**config.mk**
```make
export PLATFORM = sky130hd
export DESIGN_NAME = sqrt_vec_issue
export DESIGN_NICKNAME = d
export VERILOG_FILES = /design/src/rtl/sqrt_pkg.sv /design/src/rtl/sqrt_vec_issue.sv
export SDC_FILE = /design/constraint.sdc
export NUM_CORES = 1
export LEC_CHECK = 0
export BUFFER_PORTS_ARGS = -buffer_cell sky130_fd_sc_hd__buf_2
export CORE_MARGIN = 2
export CORE_UTILIZATION = 48
export CTS_CLUSTER_DIAMETER = 50
export DETAILED_ROUTE_END_ITERATION = 8
export MAX_ROUTING_LAYER = met4
export PLACE_DENSITY = 0.77
export SKIP_LAST_GASP = 1
export SLEW_MARGIN = 40
export SYNTH_ARGS = -nofsm -noshare
export SYNTH_HDL_FRONTEND = slang
export SYNTH_SLANG_ARGS = --single-unit
```
**constraint.sdc**
```tcl
create_clock -name CLK -period 2.25 [get_ports CLK]
set_input_delay 0.225 -clock CLK [delete_from_list [all_inputs] [get_ports CLK]]
set_output_delay 0.225 -clock CLK [all_outputs]
set_load 0.03 [all_outputs]
```
**src/rtl/sqrt_pkg.sv**
```systemverilog
// Shared types and default sizing for the vector sqrt issue block.
package sqrt_pkg;

    localparam int NUM_ELEM_DEF        = 8;
    localparam int MAX_OUTSTANDING_DEF = 4;

    typedef logic [15:0] fp16_t;

    typedef enum logic [1:0] {
        IDLE = 2'd0,
        RUN  = 2'd1,
        DONE = 2'd2
    } sqrt_issue_state_t;

endpackage

```
**src/rtl/sqrt_vec_issue.sv**
```systemverilog
// Streams a vector of FP16 operands through an external sqrt_fp16 unit and gathers the results in order.
// Optional SQRT_ISSUE_MASK_EN adds vec_mask: masked-off elements bypass the unit and pass their operand through.
module sqrt_vec_issue
    import sqrt_pkg::*;
#(
    parameter int NUM_ELEM        = NUM_ELEM_DEF,
    parameter int MAX_OUTSTANDING = MAX_OUTSTANDING_DEF
) (
    input  logic                       CLK,
    input  logic                       nRST,
    input  fp16_t [NUM_ELEM-1:0]       vec_operand,
`ifdef SQRT_ISSUE_MASK_EN
    input  logic [NUM_ELEM-1:0]        vec_mask,
`endif
    input  logic                       vec_valid_in,
    output logic                       vec_ready_in,
    output fp16_t [NUM_ELEM-1:0]       vec_result,
    output logic                       vec_valid_out,
    input  logic                       vec_ready_out,
    output fp16_t                      sq_operand,
    output logic                       sq_valid_in,
    output logic                       sq_ready_out,
    input  logic                       sq_ready_in,
    input  logic                       sq_valid_out,
    input  fp16_t                      sq_result,
    output logic                       err_out
);

    localparam int PW = $clog2(NUM_ELEM + 1);
    localparam int IW = (NUM_ELEM > 1) ? $clog2(NUM_ELEM) : 1;
    localparam int CW = $clog2(MAX_OUTSTANDING + 1);

    typedef logic [PW-1:0] ptr_t;
    localparam ptr_t PTR_END = ptr_t'(NUM_ELEM);

    sqrt_issue_state_t     state_q;
    fp16_t [NUM_ELEM-1:0]  op_q, res_q;
    ptr_t                  iss_ptr_q, ret_ptr_q, iss_ptr_d, ret_ptr_d;
    logic [CW-1:0]         outst_q, outst_d;
    logic                  err_q;
    logic                  issue, retire, in_run;
    logic [NUM_ELEM-1:0]   in_mask, act_mask;

`ifdef SQRT_ISSUE_MASK_EN
    logic [NUM_ELEM-1:0]   mask_q;
    assign in_mask  = vec_mask;
    assign act_mask = mask_q;
`else
    assign in_mask  = '1;
    assign act_mask = '1;
`endif

    // Pointers always rest on an active element (or PTR_END), so masked slots cost no cycles.
    function automatic ptr_t next_act(input logic [NUM_ELEM-1:0] m, input ptr_t from);
        next_act = PTR_END;
        for (int i = NUM_ELEM - 1; i >= 0; i--)
            if (m[i] && ptr_t'(i) >= from) next_act = ptr_t'(i);
    endfunction

    assign in_run       = (state_q == RUN);
    assign sq_valid_in  = in_run && (iss_ptr_q < PTR_END) && (outst_q < CW'(MAX_OUTSTANDING));
    assign sq_ready_out = in_run && (outst_q != '0);
    assign sq_operand   = (in_run && iss_ptr_q < PTR_END) ? op_q[iss_ptr_q[IW-1:0]] : '0;
    assign issue        = sq_valid_in && sq_ready_in;
    assign retire       = sq_valid_out && sq_ready_out;

    assign iss_ptr_d = issue  ? next_act(act_mask, ptr_t'(iss_ptr_q + 1'b1)) : iss_ptr_q;
    assign ret_ptr_d = retire ? next_act(act_mask, ptr_t'(ret_ptr_q + 1'b1)) : ret_ptr_q;
    assign outst_d   = outst_q + CW'(issue) - CW'(retire);

    assign vec_ready_in  = (state_q == IDLE);
    assign vec_valid_out = (state_q == DONE);
    assign vec_result    = res_q;
    assign err_out       = err_q;

    always_ff @(posedge CLK or negedge nRST) begin
        if (!nRST) begin
            state_q   <= IDLE;
            op_q      <= '0;
            res_q     <= '0;
            iss_ptr_q <= '0;
            ret_ptr_q <= '0;
            outst_q   <= '0;
            err_q     <= 1'b0;
`ifdef SQRT_ISSUE_MASK_EN
            mask_q    <= '0;
`endif
        end else begin
            // A result the block is not waiting for is dropped and flagged.
            if (sq_valid_out && !sq_ready_out) err_q <= 1'b1;
            case (state_q)
                IDLE: if (vec_valid_in) begin
                    op_q <= vec_operand;
                    for (int i = 0; i < NUM_ELEM; i++)
                        res_q[i] <= in_mask[i] ? fp16_t'('0) : vec_operand[i];
                    iss_ptr_q <= next_act(in_mask, '0);
                    ret_ptr_q <= next_act(in_mask, '0);
                    outst_q   <= '0;
`ifdef SQRT_ISSUE_MASK_EN
                    mask_q    <= vec_mask;
`endif
                    state_q   <= RUN;
                end
                RUN: begin
                    iss_ptr_q <= iss_ptr_d;
                    ret_ptr_q <= ret_ptr_d;
                    outst_q   <= outst_d;
                    if (retire) res_q[ret_ptr_q[IW-1:0]] <= sq_result;
                    if (ret_ptr_d == PTR_END) state_q <= DONE;
                end
                DONE: if (vec_ready_out) state_q <= IDLE;
                default: state_q <= IDLE;
            endcase
        end
    end

endmodule

```
==> results.py <==
metrics = {
    "drt": {
        "wl_per_cell_um": 21.10,
        "drt-vias-per-instance": 5.708,
        "wl_mm": 38.81,
        "drtIter0Drc": 985,
        "via_count": 10500,
        "antenna_left": 0,
        "drc": 0,
        "first_pass_iters": 6,
    },
    "sta": {
        "maxSlewViolCount": 0,
        "setup_viol": 16,
        "period_minus_slack_ps": 2469,
        "rsz0062_at_grt": "true",
        "finalHoldViolCount": 0,
        "relSlewSlack": 0.5218,
        "max_freq_mhz": 405.1,
        "setup_ws_ps": -218.6,
        "fin_skew_ps": 14.63,
        "tightest_slew_ps": 717.3,
        "fin_crit_sh": 1.097,
    },
    "synth": {
        "synth.largest_area_cell": "dfrtp_1",
        "syn_area_per_cell_sq_um": 11.06,
        "syn_area_sq_um": 11430,
        "yosys-top-cells-area": "dfrtp_1, nand2_1, o2bb2ai_1",
        "synth_enable_flop_cells": 0,
        "ys_warn_count": 0,
        "seq_area_frac_synth": 0.5909,
        "synth.distinct_cells": 48,
        "syn_inst": 1034,
        "async_reset_ff_frac": 1.000,
        "synth_common_cells": "nand2_1, dfrtp_1, o2bb2ai_1",
        "synth.net_count": 1191,
        "synthFlopType": "dfrtp_1",
        "yosysMostFrequentCell": "nand2_1",
        "synth_seq_cells": 270,
        "synth_top_area_share": 0.5909,
    },
    "clock_tree": {
        "clock_sinks": 270,
        "cts_root_buf": "clkbuf_16",
        "insertion_delay_ps": 550,
        "cts_tree": "done",
        "numCtsBuffers": 30,
        "ctsHtreeMaxLevel": 1,
        "path_clk_slew_ps": 60,
        "clockBufferDepth": 3,
    },
    "setup_path": {
        "worst_r2r_path_depth": 11,
        "worstPathArrival_ps": 2240,
        "worst_path_max_delay_cell": "mux4_2",
        "max_stage_delay_ps": 550,
        "rrSetupSlack_ps": 40,
        "cpMostUsedCell": "buf_12",
        "cp_max_fo": 8,
        "cp_cell_sequence": "buf_12 -> buf_12 -> mux4_2 -> mux2i_1 -> nor2_1 -> buf_4",
        "rr_endpoint": "outst_q[2]",
        "startpoint_type": "flop",
        "cp_num_buf_inv": 3,
        "r2r-start": "outst_q[2]",
        "path_delay_family": "multiplexers",
        "crit_required_ps": 2030,
        "critPathKind": "flop to output port",
        "endpoint_kind": "output port",
    },
    "final_layout": {
        "area_delta_synth_final_pct": 41.47,
        "final_core_util": 0.6912,
        "fin_nets": 1654,
        "drive_gt1_frac": 0.3094,
        "fin_area_sq_um": 16180,
    },
    "die": {
        "core-area_sq_um": 23400,
        "die_x_um": 158.3,
        "die_area_sq_um": 25070,
        "ioPinCount": 299,
        "die_h_um": 158.3,
        "rows": 56,
        "initial_core_util": 0.4886,
    },
    "global_route": {
        "antenna_found_initial": 1,
        "grt_max_degree": 133,
        "grt-ovfl-total": 0,
        "grt_pass1_vias": 10610,
        "grt_pass1_wl_mm": 57.35,
        "grt.total_usage": 0.3060,
    },
    "worst_hold_path": {
        "hold_start": "vec_valid_in",
        "min_to": "state_q[0]",
        "holdCritPathClass": "input port to flop",
        "holdPathStages": 3,
    },
    "power": {
        "ir_drop_uv": 1017,
        "powerDensity_nw_per_um2": 1563,
        "p_leak_nw": 8.226,
    },
    "place": {
        "place_congestion": 0.8515,
        "hpwl_mm": 22.37,
        "placed_area_sq_um": 13510,
        "port_buffers": 298,
        "dp_slack_ps": 1.827,
    },
    "status": {
        "status": "complete, but fails checks",
        "violations": "setup timing",
    },
    "job": {
        "max-cap-violations": 0,
    },
}
[per-layer routing]
layer	up-vias	part of all wire	GRT usage
met1	5131	0.36	0.3527
li1	4505	-	-
met2	703	0.49	0.5118
met5	-	0	-
met3	158	0.091	0.06206
met4	0	0.055	0.1544
[what timing repair did]
action	4_1_cts	5_1_grt
hold buffers	147	0
gates resized for setup	24	20
buffers inserted	3	3
pin swaps	0	5
cloned	0	1
endpoints found under the setup margin	18	17
hold endpoints to repair	237	0
[kinds of logic after synthesis]
family / Yosys count / share of synthesized area
compound gates: 162 / 0.1289
fa+ha+maj: 7 / 0.008316
buf+inv: 78 / 0.03184
mux: 48 / 0.07703
xor+xnor: 2 / 0.001532
simple gates: 467 / 0.1615
flops: 270 / 0.5909
[layout make-up]
| type | instances | area [sq um] |
|---|---|---|
| Antenna cell | 1 | 2.502 |
| Tap cell | 319 | 399.1 |
| Inverter | 8 | 30.03 |
| Sequential cell | 270 | 6761 |
| Timing Repair Buffer | 501 | 3605 |
| Fill cell | 1620 | 7226 |
| Multi-Input combinational cell | 686 | 4417 |
| Clock buffer | 47 | 905.9 |
| Clock inverter | 7 | 56.30 |
[worst register-to-register path, stage by stage (launching register included)]
cell,delay [ps]
dfrtp_1,370
or3_4,390
nand3_2,90
inv_1,60
ha_1,270
inv_1,40
ha_2,160
fa_2,340
xnor2_1,130
nand2_1,80
nand3_1,80
o21ai_0,80
[how the worst max path moves through the flow]
stage / start / endpoint / slack (ps) / cells after the start
floorplan: state_q[1] / outst_q[2] / -220 / 10
global placement: outst_q[2] / outst_q[2] / 2 / 11
detailed placement: outst_q[2] / outst_q[2] / 2 / 11
CTS: iss_ptr_q[0] / sq_operand[13] / -200 / 6
global route: iss_ptr_q[0] / sq_operand[8] / -250 / 6
finish: iss_ptr_q[0] / sq_operand[4] / -220 / 6
[cell usage in the layout (no fill, tap or decap), types with 3 or more instances in the layout]
cell type,instances
nand2_1,414
buf_2,282
dfrtp_1,268
dlygate4sd3_1,147
o2bb2ai_1,86
buf_4,55
a32o_1,34
mux4_2,32
clkbuf_16,32
nor2_1,23
mux2i_1,11
buf_12,11
o2bb2ai_2,10
clkbuf_1,9
inv_1,8
clkbuf_8,7
a21oi_1,6
o21ai_0,6
ha_1,5
and3_1,4
inv_6,4
mux2i_4,3
nand2b_1,3
o21ai_2,3
nand4_1,3
a31oi_1,3
buf_6,3
[power breakdown]
group	switching, mW	total (mW)	internal [mW]	leakage [nW]
clock network	2.01	4.78	2.77	0.469
logic	7.56	12.1	4.59	4.25
registers	1.44	8.36	6.92	3.50
[flip-flops by register name, summed over array words and instances, names as in the netlist]
name        cells
op_q          128
vec_result    128
iss_ptr_q       4
ret_ptr_q       4
outst_q         3
state_q         2
err_out         1
[metrics by stage]
step / std cells / hold WS (ps) / TNS [ps] / total power [mW]
after global placement: 1630 / 287.5 / 0 / 18.83
after global routing: 1839 / 61.36 / -3592 / 26.43
after detailed placement: 1630 / 289.7 / 0 / 19.17
after CTS: 1834 / 38.20 / -2674 / 24.59
final: 1839 / 54.17 / -2595 / 25.28
after floorplan: 1034 / -70.59 / -335.3 / 15.51
Power figures use the tool's default switching activity.
